**src/rtl/sobel_pkg.sv**
```systemverilog
// sobel_pkg: shared widths, engine states and gradient helpers for the Sobel magnitude stage
package sobel_pkg;
    localparam int CONV_W           = 29;
    localparam int SQ_IN_W          = 60;
    localparam int SQ_OUT_W         = SQ_IN_W / 2;
    localparam int FIFO_DEPTH_DEF   = 4;
    localparam int WINDOW_COUNT_DEF = 9;

    typedef enum logic [1:0] {IDLE, RUN, OUT} eng_state_t;

    // |v| fits in CONV_W unsigned bits, including the most negative input
    function automatic logic [CONV_W-1:0] abs_grad(input logic signed [CONV_W-1:0] v);
        return v[CONV_W-1] ? CONV_W'(-v) : CONV_W'(v);
    endfunction
endpackage

```
**src/rtl/sobel_mag_scheduler_if.sv**
```systemverilog
// sobel_mag_scheduler_if: gradient inputs, back-pressure and magnitude handshake
interface sobel_mag_scheduler_if;
    import sobel_pkg::*;
    logic                      conv_ready_x;
    logic signed [CONV_W-1:0]  edge_data_in_x;
    logic                      conv_ready_y;
    logic signed [CONV_W-1:0]  edge_data_in_y;
    logic                      stall;
    logic                      edge_valid;
    logic                      edge_ready;
    logic [SQ_OUT_W-1:0]       edge_data;
    logic                      overflow;
    logic                      align_err;
    logic                      done;
    modport master (
        output conv_ready_x, edge_data_in_x, conv_ready_y, edge_data_in_y, edge_ready,
        input  stall, edge_valid, edge_data, overflow, align_err, done
    );
    modport slave (
        input  conv_ready_x, edge_data_in_x, conv_ready_y, edge_data_in_y, edge_ready,
        output stall, edge_valid, edge_data, overflow, align_err, done
    );
endinterface

```
**src/rtl/sqrt_iter.sv**
```systemverilog
// sqrt_iter: restoring integer square root, one result bit per cycle, MSB first
module sqrt_iter
    import sobel_pkg::*;
(
    input  logic                clk,
    input  logic                reset,
    input  logic                start,
    input  logic                busy,
    input  logic [SQ_IN_W-1:0]  radicand,
    output logic [SQ_OUT_W-1:0] root
);
    logic [SQ_IN_W-1:0]  rad;
    logic [SQ_OUT_W+1:0] rem;
    logic                ge;

    // trial subtract of (4*root + 1) from the remainder with the next two radicand bits
    always_comb begin
        ge = {rem, rad[SQ_IN_W-1 -: 2]} >= {2'b00, root, 2'b01};
    end

    // load on start, then step once per cycle while the scheduler holds busy
    always_ff @(posedge clk or negedge reset) begin
        if (!reset) begin
            rad  <= '0;
            rem  <= '0;
            root <= '0;
        end else if (start) begin
            rad  <= radicand;
            rem  <= '0;
            root <= '0;
        end else if (busy) begin
            rad  <= rad << 2;
            rem  <= (SQ_OUT_W+2)'(ge ? {rem, rad[SQ_IN_W-1 -: 2]} - {2'b00, root, 2'b01}
                                     : {rem, rad[SQ_IN_W-1 -: 2]});
            root <= {root[SQ_OUT_W-2:0], ge};
        end
    end
endmodule

```
**src/rtl/sobel_mag_scheduler.sv**
```systemverilog
// sobel_mag_scheduler: pairs x/y gradients, queues x^2+y^2 and schedules the shared sqrt engine
module sobel_mag_scheduler
    import sobel_pkg::*;
#(
    parameter int FIFO_DEPTH   = FIFO_DEPTH_DEF,
    parameter int WINDOW_COUNT = WINDOW_COUNT_DEF
) (
    input  logic                  clk,
    input  logic                  reset,
    sobel_mag_scheduler_if.slave  bus
);
    localparam int PW = $clog2(FIFO_DEPTH);
    localparam int CW = $clog2(FIFO_DEPTH + 1);
    localparam int NW = $clog2(WINDOW_COUNT + 1);
    localparam int IW = $clog2(SQ_OUT_W);

    logic signed [CONV_W-1:0] hold_x, hold_y;
    logic                     hold_x_v, hold_y_v;
    logic [SQ_IN_W-1:0]       fifo_mem [FIFO_DEPTH];
    logic [PW-1:0]            rd_ptr;
    logic [CW-1:0]            count;
    logic [NW-1:0]            results;
    logic [IW-1:0]            iter;
    eng_state_t               state, state_nx;
    logic [2*CONV_W-1:0]      ax, ay;
    logic [SQ_IN_W-1:0]       sum_sq;
    logic [SQ_OUT_W-1:0]      root;
    logic                     pair, full, push, pop, hs;

    assign pair       = hold_x_v && hold_y_v;
    assign full       = count == CW'(FIFO_DEPTH);
    assign push       = pair && !full;
    assign pop        = state == IDLE && count != '0;
    assign hs         = state == OUT && bus.edge_ready;
    assign ax         = (2*CONV_W)'(abs_grad(hold_x));
    assign ay         = (2*CONV_W)'(abs_grad(hold_y));
    assign sum_sq     = SQ_IN_W'(ax * ax + ay * ay);
    assign bus.stall  = count >= CW'(FIFO_DEPTH - 1);

    // hold registers keep the first arrival; a repeat before pairing is dropped and flagged
    always_ff @(posedge clk or negedge reset) begin
        if (!reset) begin
            hold_x        <= '0;
            hold_y        <= '0;
            hold_x_v      <= 1'b0;
            hold_y_v      <= 1'b0;
            bus.overflow  <= 1'b0;
            bus.align_err <= 1'b0;
        end else begin
            if (bus.conv_ready_x && !hold_x_v) hold_x <= bus.edge_data_in_x;
            if (bus.conv_ready_y && !hold_y_v) hold_y <= bus.edge_data_in_y;
            hold_x_v      <= !pair && (hold_x_v || bus.conv_ready_x);
            hold_y_v      <= !pair && (hold_y_v || bus.conv_ready_y);
            bus.overflow  <= bus.overflow || (pair && full);
            bus.align_err <= bus.align_err || (bus.conv_ready_x && hold_x_v)
                                           || (bus.conv_ready_y && hold_y_v);
        end
    end

    // radicand storage; occupancy lives in count so the array needs no reset
    always_ff @(posedge clk) begin
        if (push) fifo_mem[rd_ptr + count[PW-1:0]] <= sum_sq;
    end

    // queue pointers, engine state, iteration and frame completion tracking
    always_ff @(posedge clk or negedge reset) begin
        if (!reset) begin
            rd_ptr   <= '0;
            count    <= '0;
            state    <= IDLE;
            iter     <= '0;
            results  <= '0;
            bus.done <= 1'b0;
        end else begin
            rd_ptr   <= rd_ptr + PW'(pop);
            count    <= count + CW'(push) - CW'(pop);
            state    <= state_nx;
            iter     <= pop ? IW'(SQ_OUT_W - 1) : state == RUN ? iter - IW'(1) : iter;
            results  <= (hs && results != NW'(WINDOW_COUNT)) ? results + NW'(1) : results;
            bus.done <= bus.done || (hs && results == NW'(WINDOW_COUNT - 1));
        end
    end

    // engine sequencing and result presentation
    always_comb begin
        state_nx       = state;
        bus.edge_valid = 1'b0;
        bus.edge_data  = '0;
        state_nx       = (state == IDLE && pop)        ? RUN  :
                         (state == RUN && iter == '0)  ? OUT  :
                         hs                            ? IDLE : state;
        bus.edge_valid = state == OUT;
        bus.edge_data  = state == OUT ? root : '0;
    end

    sqrt_iter u_sqrt (
        .clk      (clk),
        .reset    (reset),
        .start    (pop),
        .busy     (state == RUN),
        .radicand (fifo_mem[rd_ptr]),
        .root     (root)
    );
endmodule
```
**src/flat_wrapper.sv**
```systemverilog
// flat-port wrapper written by rule: the top's interface ports become plain ports
module sobel_mag_scheduler_flat import sobel_pkg::*;
#(
    parameter int FIFO_DEPTH   = FIFO_DEPTH_DEF,
    parameter int WINDOW_COUNT = WINDOW_COUNT_DEF
)
  (clk, reset, bus_conv_ready_x, bus_edge_data_in_x, bus_conv_ready_y, bus_edge_data_in_y, bus_edge_ready, bus_stall, bus_edge_valid, bus_edge_data, bus_overflow, bus_align_err, bus_done);
  sobel_mag_scheduler_if bus_i ();
  input  logic clk;
  input  logic reset;
  input wire logic [$bits(bus_i.conv_ready_x)-1:0] bus_conv_ready_x;
  input wire logic [$bits(bus_i.edge_data_in_x)-1:0] bus_edge_data_in_x;
  input wire logic [$bits(bus_i.conv_ready_y)-1:0] bus_conv_ready_y;
  input wire logic [$bits(bus_i.edge_data_in_y)-1:0] bus_edge_data_in_y;
  input wire logic [$bits(bus_i.edge_ready)-1:0] bus_edge_ready;
  output wire logic [$bits(bus_i.stall)-1:0] bus_stall;
  output wire logic [$bits(bus_i.edge_valid)-1:0] bus_edge_valid;
  output wire logic [$bits(bus_i.edge_data)-1:0] bus_edge_data;
  output wire logic [$bits(bus_i.overflow)-1:0] bus_overflow;
  output wire logic [$bits(bus_i.align_err)-1:0] bus_align_err;
  output wire logic [$bits(bus_i.done)-1:0] bus_done;
  assign bus_i.conv_ready_x = bus_conv_ready_x;
  assign bus_i.edge_data_in_x = bus_edge_data_in_x;
  assign bus_i.conv_ready_y = bus_conv_ready_y;
  assign bus_i.edge_data_in_y = bus_edge_data_in_y;
  assign bus_i.edge_ready = bus_edge_ready;
  assign bus_stall = bus_i.stall;
  assign bus_edge_valid = bus_i.edge_valid;
  assign bus_edge_data = bus_i.edge_data;
  assign bus_overflow = bus_i.overflow;
  assign bus_align_err = bus_i.align_err;
  assign bus_done = bus_i.done;
  sobel_mag_scheduler #(.FIFO_DEPTH(FIFO_DEPTH), .WINDOW_COUNT(WINDOW_COUNT)) u_core (.clk(clk), .reset(reset), .bus(bus_i));
endmodule
```
**config.mk**
```make
export PLATFORM = sky130hd
export DESIGN_NAME = sobel_mag_scheduler_flat
export DESIGN_NICKNAME = d
export VERILOG_FILES = /design/src/rtl/sobel_pkg.sv /design/src/rtl/sobel_mag_scheduler_if.sv /design/src/rtl/sqrt_iter.sv /design/src/rtl/sobel_mag_scheduler.sv /design/src/flat_wrapper.sv
export SDC_FILE = /design/constraint.sdc
export NUM_CORES = 2
export LEC_CHECK = 0
export CORE_UTILIZATION = 50
export DETAILED_ROUTE_END_ITERATION = 16
export PLACE_DENSITY = 0.67
export SLEW_MARGIN = 10
export SYNTH_ARGS = -nofsm -noshare
export SYNTH_HDL_FRONTEND = slang
export SYNTH_SLANG_ARGS = --single-unit
```
**constraint.sdc**
```tcl
create_clock -name clk -period 32.9 [get_ports clk]
set_input_delay 6.58 -clock clk [delete_from_list [all_inputs] [get_ports clk]]
set_output_delay 6.58 -clock clk [all_outputs]
set_load 0.02 [all_outputs]
```
Yosys cells after proc, flatten, opt, wreduce, memory -nomap -nowiden
Memories as Yosys holds them, arrays and structs flattened.
Cells that the tools add are included.
{"block": "op_classes", "n_addsub": 10, "mul": 2, "n_lt_le_gt_ge": 2, "eq_ne": 5, "n_mux": 17, "reduce_logical": 30}
{"cell": "$mux W60", "n": 2}
{"cell": "$mul A29 B29 Y58", "n": 2}
{"cell": "$mux W32", "n": 3}
{"cell": "$mux W30", "n": 3}
{"cell": "$add A60 B60 Y60", "n": 1}
{"cell": "$mux W29", "n": 2}
{"cell": "$neg A29 Y29", "n": 2}
{"cell": "$ge A34 B32 Y1", "n": 1}
{"cell": "$sub A32 B32 Y32", "n": 1}
{"cell": "$logic_and A1 B1 Y1", "n": 15}
{"cell": "$mux W5", "n": 2}
{"cell": "$logic_or A1 B1 Y1", "n": 6}
{"cell": "$mux W2", "n": 3}
{"cell": "$reduce_bool A3 Y1", "n": 2}
{"cell": "$logic_not A5 Y1", "n": 1}
{"cell": "$sub A5 B1 Y5 const B", "n": 1}
{"cell": "$add A4 B1 Y4 const B", "n": 1}
{"cell": "$eq A4 B4 Y1 const B", "n": 1}
{"cell": "$logic_not A1 Y1", "n": 4}
{"cell": "$ne A4 B4 Y1 const B", "n": 1}
{"cell": "$add A3 B1 Y3", "n": 1}
{"cell": "$eq A3 B3 Y1 const B", "n": 1}
{"cell": "$ge A3 B2 Y1 const B", "n": 1}
{"cell": "$sub A3 B1 Y3", "n": 1}
{"cell": "7 further kinds", "n": 8}
{"block": "word_totals", "regBits": 201, "ram_bits": 240, "inputBits": 63, "out_inout_bits": 35, "elab_cells": 82, "n_memories": 1}
{"memory": "u_core.fifo_mem", "depth": 4, "word_bits": 60, "rd": 1, "rd_ports_with_merged_regs": 0, "wr": 1, "line": "sobel_mag_scheduler.sv:19", "source": "logic [SQ_IN_W-1:0] fifo_mem [FIFO_DEPTH];"}

Longest topological paths before layout
{"block": "depth", "ltp_word": 5, "mapped_depth": 52, "depth_no_buf": 48}

By module
Synthesis repeated with hierarchy kept, for this count alone.
{"block": "hier_totals", "cells_unflattened": 6569, "area_unflattened_um2": 67263.3}
{"module": "sobel_mag_scheduler", "n_inst": 1, "cells_each": 5779, "area_each_um2": 59972.5, "seq_area_each_um2": 9063.7}
{"module": "sqrt_iter", "n_inst": 1, "cells_each": 790, "area_each_um2": 7290.7, "seq_area_each_um2": 3052.9}

Worst setup path after synthesis
No wires, ideal clock.
{"block": "synth_path", "path_type": "reg-to-reg", "startpoint": "register u_core.hold_y[0]", "endpoint": "memory u_core.fifo_mem[0][55] (data pin)", "setup_ns": 0.272, "arrival_ns": 11.208, "required_ns": 32.628, "slack_ns": 21.419, "stages_incl_launch_ff": 45, "n_path_buf": 3, "synth_period_minus_slack_ns": 11.481, "path_cell_list": "dfrtp_1 -> clkinv_1 -> clkbuf_1 -> ha_1 -> nand2b_1 -> nor3_1 -> nand2_1 -> or4_1 -> o31ai_1 -> xnor2_1 -> inv_2 -> buf_2 -> nor2_1 -> fa_1 -> fa_1 -> fa_1 -> inv_1 -> fa_1 -> [... 9 more ...] -> nand2_1 -> a2111o_1 -> a2111oi_0 -> o21ai_1 -> inv_1 -> nor2_1 -> ha_1 -> clkbuf_1 -> nand2_1 -> or4_1 -> a2111oi_0 -> or3_1 -> a31o_1 -> o31a_1 -> a31o_1 -> a21o_1 -> a21oi_1 -> xnor2_1"}
{"block": "synth_between", "elab_chain_cells": 4}
{"item": "from (decl)", "line": "sobel_mag_scheduler.sv:17", "source": "logic signed [CONV_W-1:0] hold_x, hold_y;"}
{"item": "from (signal assigned)", "line": "sobel_mag_scheduler.sv:51", "source": "if (bus.conv_ready_y && !hold_y_v) hold_y <= bus.edge_data_in_y;"}
{"item": "$neg A29 Y29", "line": "sobel_pkg.sv:13", "source": "return v[CONV_W-1] ? CONV_W'(-v) : CONV_W'(v);"}
{"item": "$mux W29 *", "line": "sobel_pkg.sv:13"}
{"item": "$mul A29 B29 Y58 *", "line": "sobel_mag_scheduler.sv:37", "source": "assign sum_sq = SQ_IN_W'(ax * ax + ay * ay);"}
{"item": "$add A60 B60 Y60 *", "line": "sobel_mag_scheduler.sv:37"}
{"item": "named net u_core.sum_sq[55]", "line": "sobel_mag_scheduler.sv:26", "source": "logic [SQ_IN_W-1:0] sum_sq;"}
{"item": "to (decl)", "line": "sobel_mag_scheduler.sv:19"}
The timed path passes the listed nets; every way through them passes the cells marked *.

Worst setup path after layout
{"block": "layout_path", "startpoint": "register u_core.hold_x[2]", "endpoint": "memory u_core.fifo_mem[3][55] (data pin)"}
{"block": "layout_between", "elab_chain_cells": 4}
{"item": "from (decl)", "line": "sobel_mag_scheduler.sv:17"}
{"item": "from (signal assigned)", "line": "sobel_mag_scheduler.sv:50", "source": "if (bus.conv_ready_x && !hold_x_v) hold_x <= bus.edge_data_in_x;"}
{"item": "$neg A29 Y29", "line": "sobel_pkg.sv:13"}
{"item": "$mux W29 *", "line": "sobel_pkg.sv:13"}
{"item": "$mul A29 B29 Y58 *", "line": "sobel_mag_scheduler.sv:37"}
{"item": "$add A60 B60 Y60 *", "line": "sobel_mag_scheduler.sv:37"}
{"item": "named net u_core.sum_sq[55]", "line": "sobel_mag_scheduler.sv:26"}
Marks and branches as above.

==> qor.tcl <==
set qor(final_design_area_no_fill_sq_um) 75130
set qor(seq_area_frac_synth_pct) 17.30
set qor(slew-limit-headroom_pct) 23.59
set qor(run_status) {finished, final reports clean}
set qor(boundaryPins) 98
set qor(postRouteAntennaNets) 0
set qor(synth_largest_area_cell) {sky130_fd_sc_hd__fa_1}
set qor(syn_avg_cell_area_sq_um) 9.742
set qor(worst_path_largest_cell_delay_ns) 0.90
set qor(cts.repair.resized) 0
set qor(worstPathMaxFanout) 18
set qor(post_dr_vias_cell) 5.459
set qor(cap_viol_max_count) 0
set qor(critical_path.endpoint_type) {register}
set qor(flops_latches_synth) 437
set qor(area_growth_syn_to_layout_pct) 7.258
set qor(dr.first_iter.drc_count) 3522
set qor(slew_viol_final) 0
set qor(tritoncts) {built}
set qor(layout.nets) 9174
set qor(synth_cell_types) 89
set qor(async_reset_ff_share_pct) 46.00
set qor(groute.usage.overall_pct) 26.82
set qor(synth-edff-count) 236
set qor(dpl_cell_area_sq_um) 73410
set qor(detailroute.via_count) 49820
set qor(die_outline_height_um) 376.3
set qor(max_freq_ghz) 0.07260
set qor(number_of_antenna_violations_at_the_first_check_in_global_routing) 2
set qor(synth-main-ff-cell) {sky130_fd_sc_hd__edfxtp_1}
set qor(worstPathRequired_ns) 33.37
set qor(grt_first_pass_wirelength_um) 295900
set qor(setup_viol) 0
set qor(share_of_post_route_cells_with_drive_strength_above_1_pct) 5.054
set qor(largest_cells_by_area_after_synthesis) {sky130_fd_sc_hd__fa_1 (37%), sky130_fd_sc_hd__ha_1 (11%), sky130_fd_sc_hd__edfxtp_1 (10%), sky130_fd_sc_hd__inv_1 (9.2%), sky130_fd_sc_hd__dfrtp_1 (7.2%)}
set qor(floorplan.initialDensity_pct) 50.69
set qor(route.detailed.wl_per_inst_um) 19.95
set qor(gp_congestion) 0.9484
set qor(cpMostUsedCell) {sky130_fd_sc_hd__fa_1}
set qor(cp.arrival_ns) 14.24
set qor(grt_max_degree) 107
set qor(clkTransAtPathRegs_ns) 0.06
set qor(hpwl_um) 146300
set qor(maximum_level_of_the_cts_h_tree) 2
set qor(wirelength_um) 182000
set qor(grtUsageMet1_pct) 35.68
set qor(postSynthCellCount) 7190
set qor(timing.setup.critical_path_class) {register to register}
set qor(timing_worst_slew_pin_value_ns) 1.141
set qor(max-clock-path-buffers) 3
set qor(grt.met2_usage_pct) 44.80
set qor(vias_in_the_first_global_route) 53820
set qor(drt_pass1_iterations) 6
set qor(post-route-min-period_ns) 13.77
set qor(final.period_utilization_pct) 41.86
set qor(totalNegativeSetupSlack_ns) 0
set qor(cts_buffers) 50
set qor(grt_use_met3_pct) 4.349
set qor(post_synth_instance_area_sq_um) 70050
set qor(crit_path_top_delay_cell) {sky130_fd_sc_hd__clkinv_1}
set qor(die_x_um) 376.3
set qor(placement_rows) 136
set qor(post-synth-top-area-fraction_pct) 37.21
set qor(ctsHoldBuffers) 0
set qor(worstHoldPathType) {register to register}
set qor(port_buffers) 97
set qor(final_core_util_pct) 54.37
set qor(clk_latency_ns) 0.69
set qor(post-route-drc-count) 0
set qor(grt_setup_unrepaired) {false}
set qor(core-area_sq_um) 138200
set qor(tritoncts_num_sinks) 437
set qor(die_area_sq_um) 141600
set qor(cts_setup_buffers) 0
set qor(gr-max-usage-layer) {met2}
set qor(finClkSkew_ns) 0.08743
set qor(antenna-diode-count) 0
set qor(yosys_warnings) 0
set qor(hold_violations) 0
set qor(total_gr_overflow) 0
set qor(timing.critical_path.from_type) {register}
set qor(clk_root_buffer_cell) {sky130_fd_sc_hd__clkbuf_16}
-- kinds of logic (layout without fill, tap and decap cells) --
logic type	after synthesis	after routing	share of synthesized area [%]
AO/OA/AOI/OAI	841	841	7.760
XOR/XNOR	282	282	3.558
adder cells (fa/ha/maj)	1891	1891	47.73
buffers and inverters	2005	2037	10.77
flip-flops	437	437	17.30
multiplexers	148	148	3.281
other	2	42	0.01072
AND/OR/NAND/NOR	1584	1584	9.594
-- layer usage --
layer,part of all wire [%],wire length (um)
met5,0,0
met1,40,73680
met2,48,87910
met4,3.6,6605
met3,7.6,13840
-- worst paths after layout --
check / slack, ns / depth (start not counted) / start / end
min: 0.46 / 1 / u_core.results[3]$_DFFE_PN0P_ / u_core.results[3]$_DFFE_PN0P_
min in group asynchronous: 6.02 / 1 / reset / u_core.u_sqrt.rad[42]$_DFFE_PN0P_
max reg2reg: 19.13 / 45 / u_core.hold_x[2]$_DFFE_PN0P_ / u_core.fifo_mem[3][55]$_DFFE_PP_
max: 19.13 / 45 / u_core.hold_x[2]$_DFFE_PN0P_ / u_core.fifo_mem[3][55]$_DFFE_PP_
min reg2reg: 0.46 / 1 / u_core.results[3]$_DFFE_PN0P_ / u_core.results[3]$_DFFE_PN0P_
max in group asynchronous: 25.77 / 2 / reset / u_core.hold_y[7]$_DFFE_PN0P_
-- placed cells by master (no fill, tap or decap), types with 28 or more instances in the layout --
cell,count
sky130_fd_sc_hd__nand2_1,727
sky130_fd_sc_hd__fa_1,1302
sky130_fd_sc_hd__o21ai_0,141
sky130_fd_sc_hd__mux4_2,59
sky130_fd_sc_hd__nand2b_1,34
sky130_fd_sc_hd__edfxtp_1,236
sky130_fd_sc_hd__clkdlybuf4s50_1,96
sky130_fd_sc_hd__nand4_1,32
sky130_fd_sc_hd__nor2b_1,36
sky130_fd_sc_hd__nor2_1,537
sky130_fd_sc_hd__a21o_1,143
sky130_fd_sc_hd__conb_1,42
sky130_fd_sc_hd__buf_4,86
sky130_fd_sc_hd__nand3_1,44
sky130_fd_sc_hd__xor2_1,103
sky130_fd_sc_hd__mux2_2,58
sky130_fd_sc_hd__inv_1,1723
sky130_fd_sc_hd__xnor2_1,162
sky130_fd_sc_hd__nor3_1,33
sky130_fd_sc_hd__clkbuf_16,50
sky130_fd_sc_hd__mux2i_1,28
sky130_fd_sc_hd__a31oi_1,76
sky130_fd_sc_hd__dfrtp_1,199
sky130_fd_sc_hd__and2_1,42
sky130_fd_sc_hd__o22ai_1,34
sky130_fd_sc_hd__ha_1,589
sky130_fd_sc_hd__a21oi_1,218
sky130_fd_sc_hd__and3_1,33
sky130_fd_sc_hd__o21bai_1,28
-- worst max-delay path, delay by kind of cell, from the launching register on --
| kind | cells | cell delay [ns] |
|---|---|---|
| and+or+nand+nor | 12 | 3.26 |
| AOI/OAI and AO/OA | 13 | 2.58 |
| DFF | 1 | 0.48 |
| xor gates and xnor gates | 3 | 1.24 |
| buffers and inverters | 7 | 1.24 |
| adders and majority gates | 10 | 4.80 |
-- area by class of cell --
class | instances | area, sq um
Clock buffer | 64 | 1324
Clock inverter | 30 | 384.1
Sequential cell | 437 | 12120
Multi-Input combinational cell | 4788 | 50720
Inverter | 1758 | 6599
Tap cell | 1863 | 2331
Timing Repair Buffer | 185 | 1647
Fill cell | 12400 | 63040
-- state kept, by name, summed over array words and instances (netlist names), 2 cells and up --
register / flops
u_core.count: 3
u_core.fifo_mem: 236
u_core.hold_x: 29
u_core.hold_y: 29
u_core.iter: 5
u_core.rd_ptr: 2
u_core.results: 4
u_core.state: 2
u_core.u_sqrt.rad: 60
u_core.u_sqrt.rem: 32
u_core.u_sqrt.root: 30
-- cells in the mapped netlist (21+ instances only) --
library cell and n:
sky130_fd_sc_hd__o22ai_1 34, sky130_fd_sc_hd__and2_1 42, sky130_fd_sc_hd__mux4_2 59, sky130_fd_sc_hd__dfrtp_1 201
sky130_fd_sc_hd__o21a_1 26, sky130_fd_sc_hd__a31oi_1 76, sky130_fd_sc_hd__a21oi_1 219, sky130_fd_sc_hd__mux2i_1 29
sky130_fd_sc_hd__fa_1 1302, sky130_fd_sc_hd__buf_1 25, sky130_fd_sc_hd__xnor2_1 170, sky130_fd_sc_hd__clkbuf_1 210
sky130_fd_sc_hd__nand2_1 727, sky130_fd_sc_hd__nand3_1 44, sky130_fd_sc_hd__ha_1 589, sky130_fd_sc_hd__o21ai_0 141
sky130_fd_sc_hd__xor2_1 109, sky130_fd_sc_hd__inv_2 21, sky130_fd_sc_hd__edfxtp_1 236, sky130_fd_sc_hd__nor2b_1 38
sky130_fd_sc_hd__and3_1 33, sky130_fd_sc_hd__mux2_2 58, sky130_fd_sc_hd__a21o_1 143, sky130_fd_sc_hd__inv_1 1723
sky130_fd_sc_hd__nor2_1 539, sky130_fd_sc_hd__o21ai_1 25, sky130_fd_sc_hd__nand2b_1 35, sky130_fd_sc_hd__nor3_1 35
sky130_fd_sc_hd__o21bai_1 28, sky130_fd_sc_hd__o31ai_1 21, sky130_fd_sc_hd__nand4_1 32
-- through the flow --
step / setup slack [ns] / hold slack, ns / std cells
floorplan: 21.42 / 0.4341 / 7230
global placement: 19.28 / 0.4521 / 9030
detailed placement: 18.85 / 0.4495 / 9030
CTS: 18.84 / 0.4614 / 9124
global route: 18.30 / 0.4669 / 9125
finish: 19.13 / 0.4587 / 9125
Power is left out: the tool's default activity adds up to more than one toggle a clock period on the data nets, which glitch-free logic cannot reach.
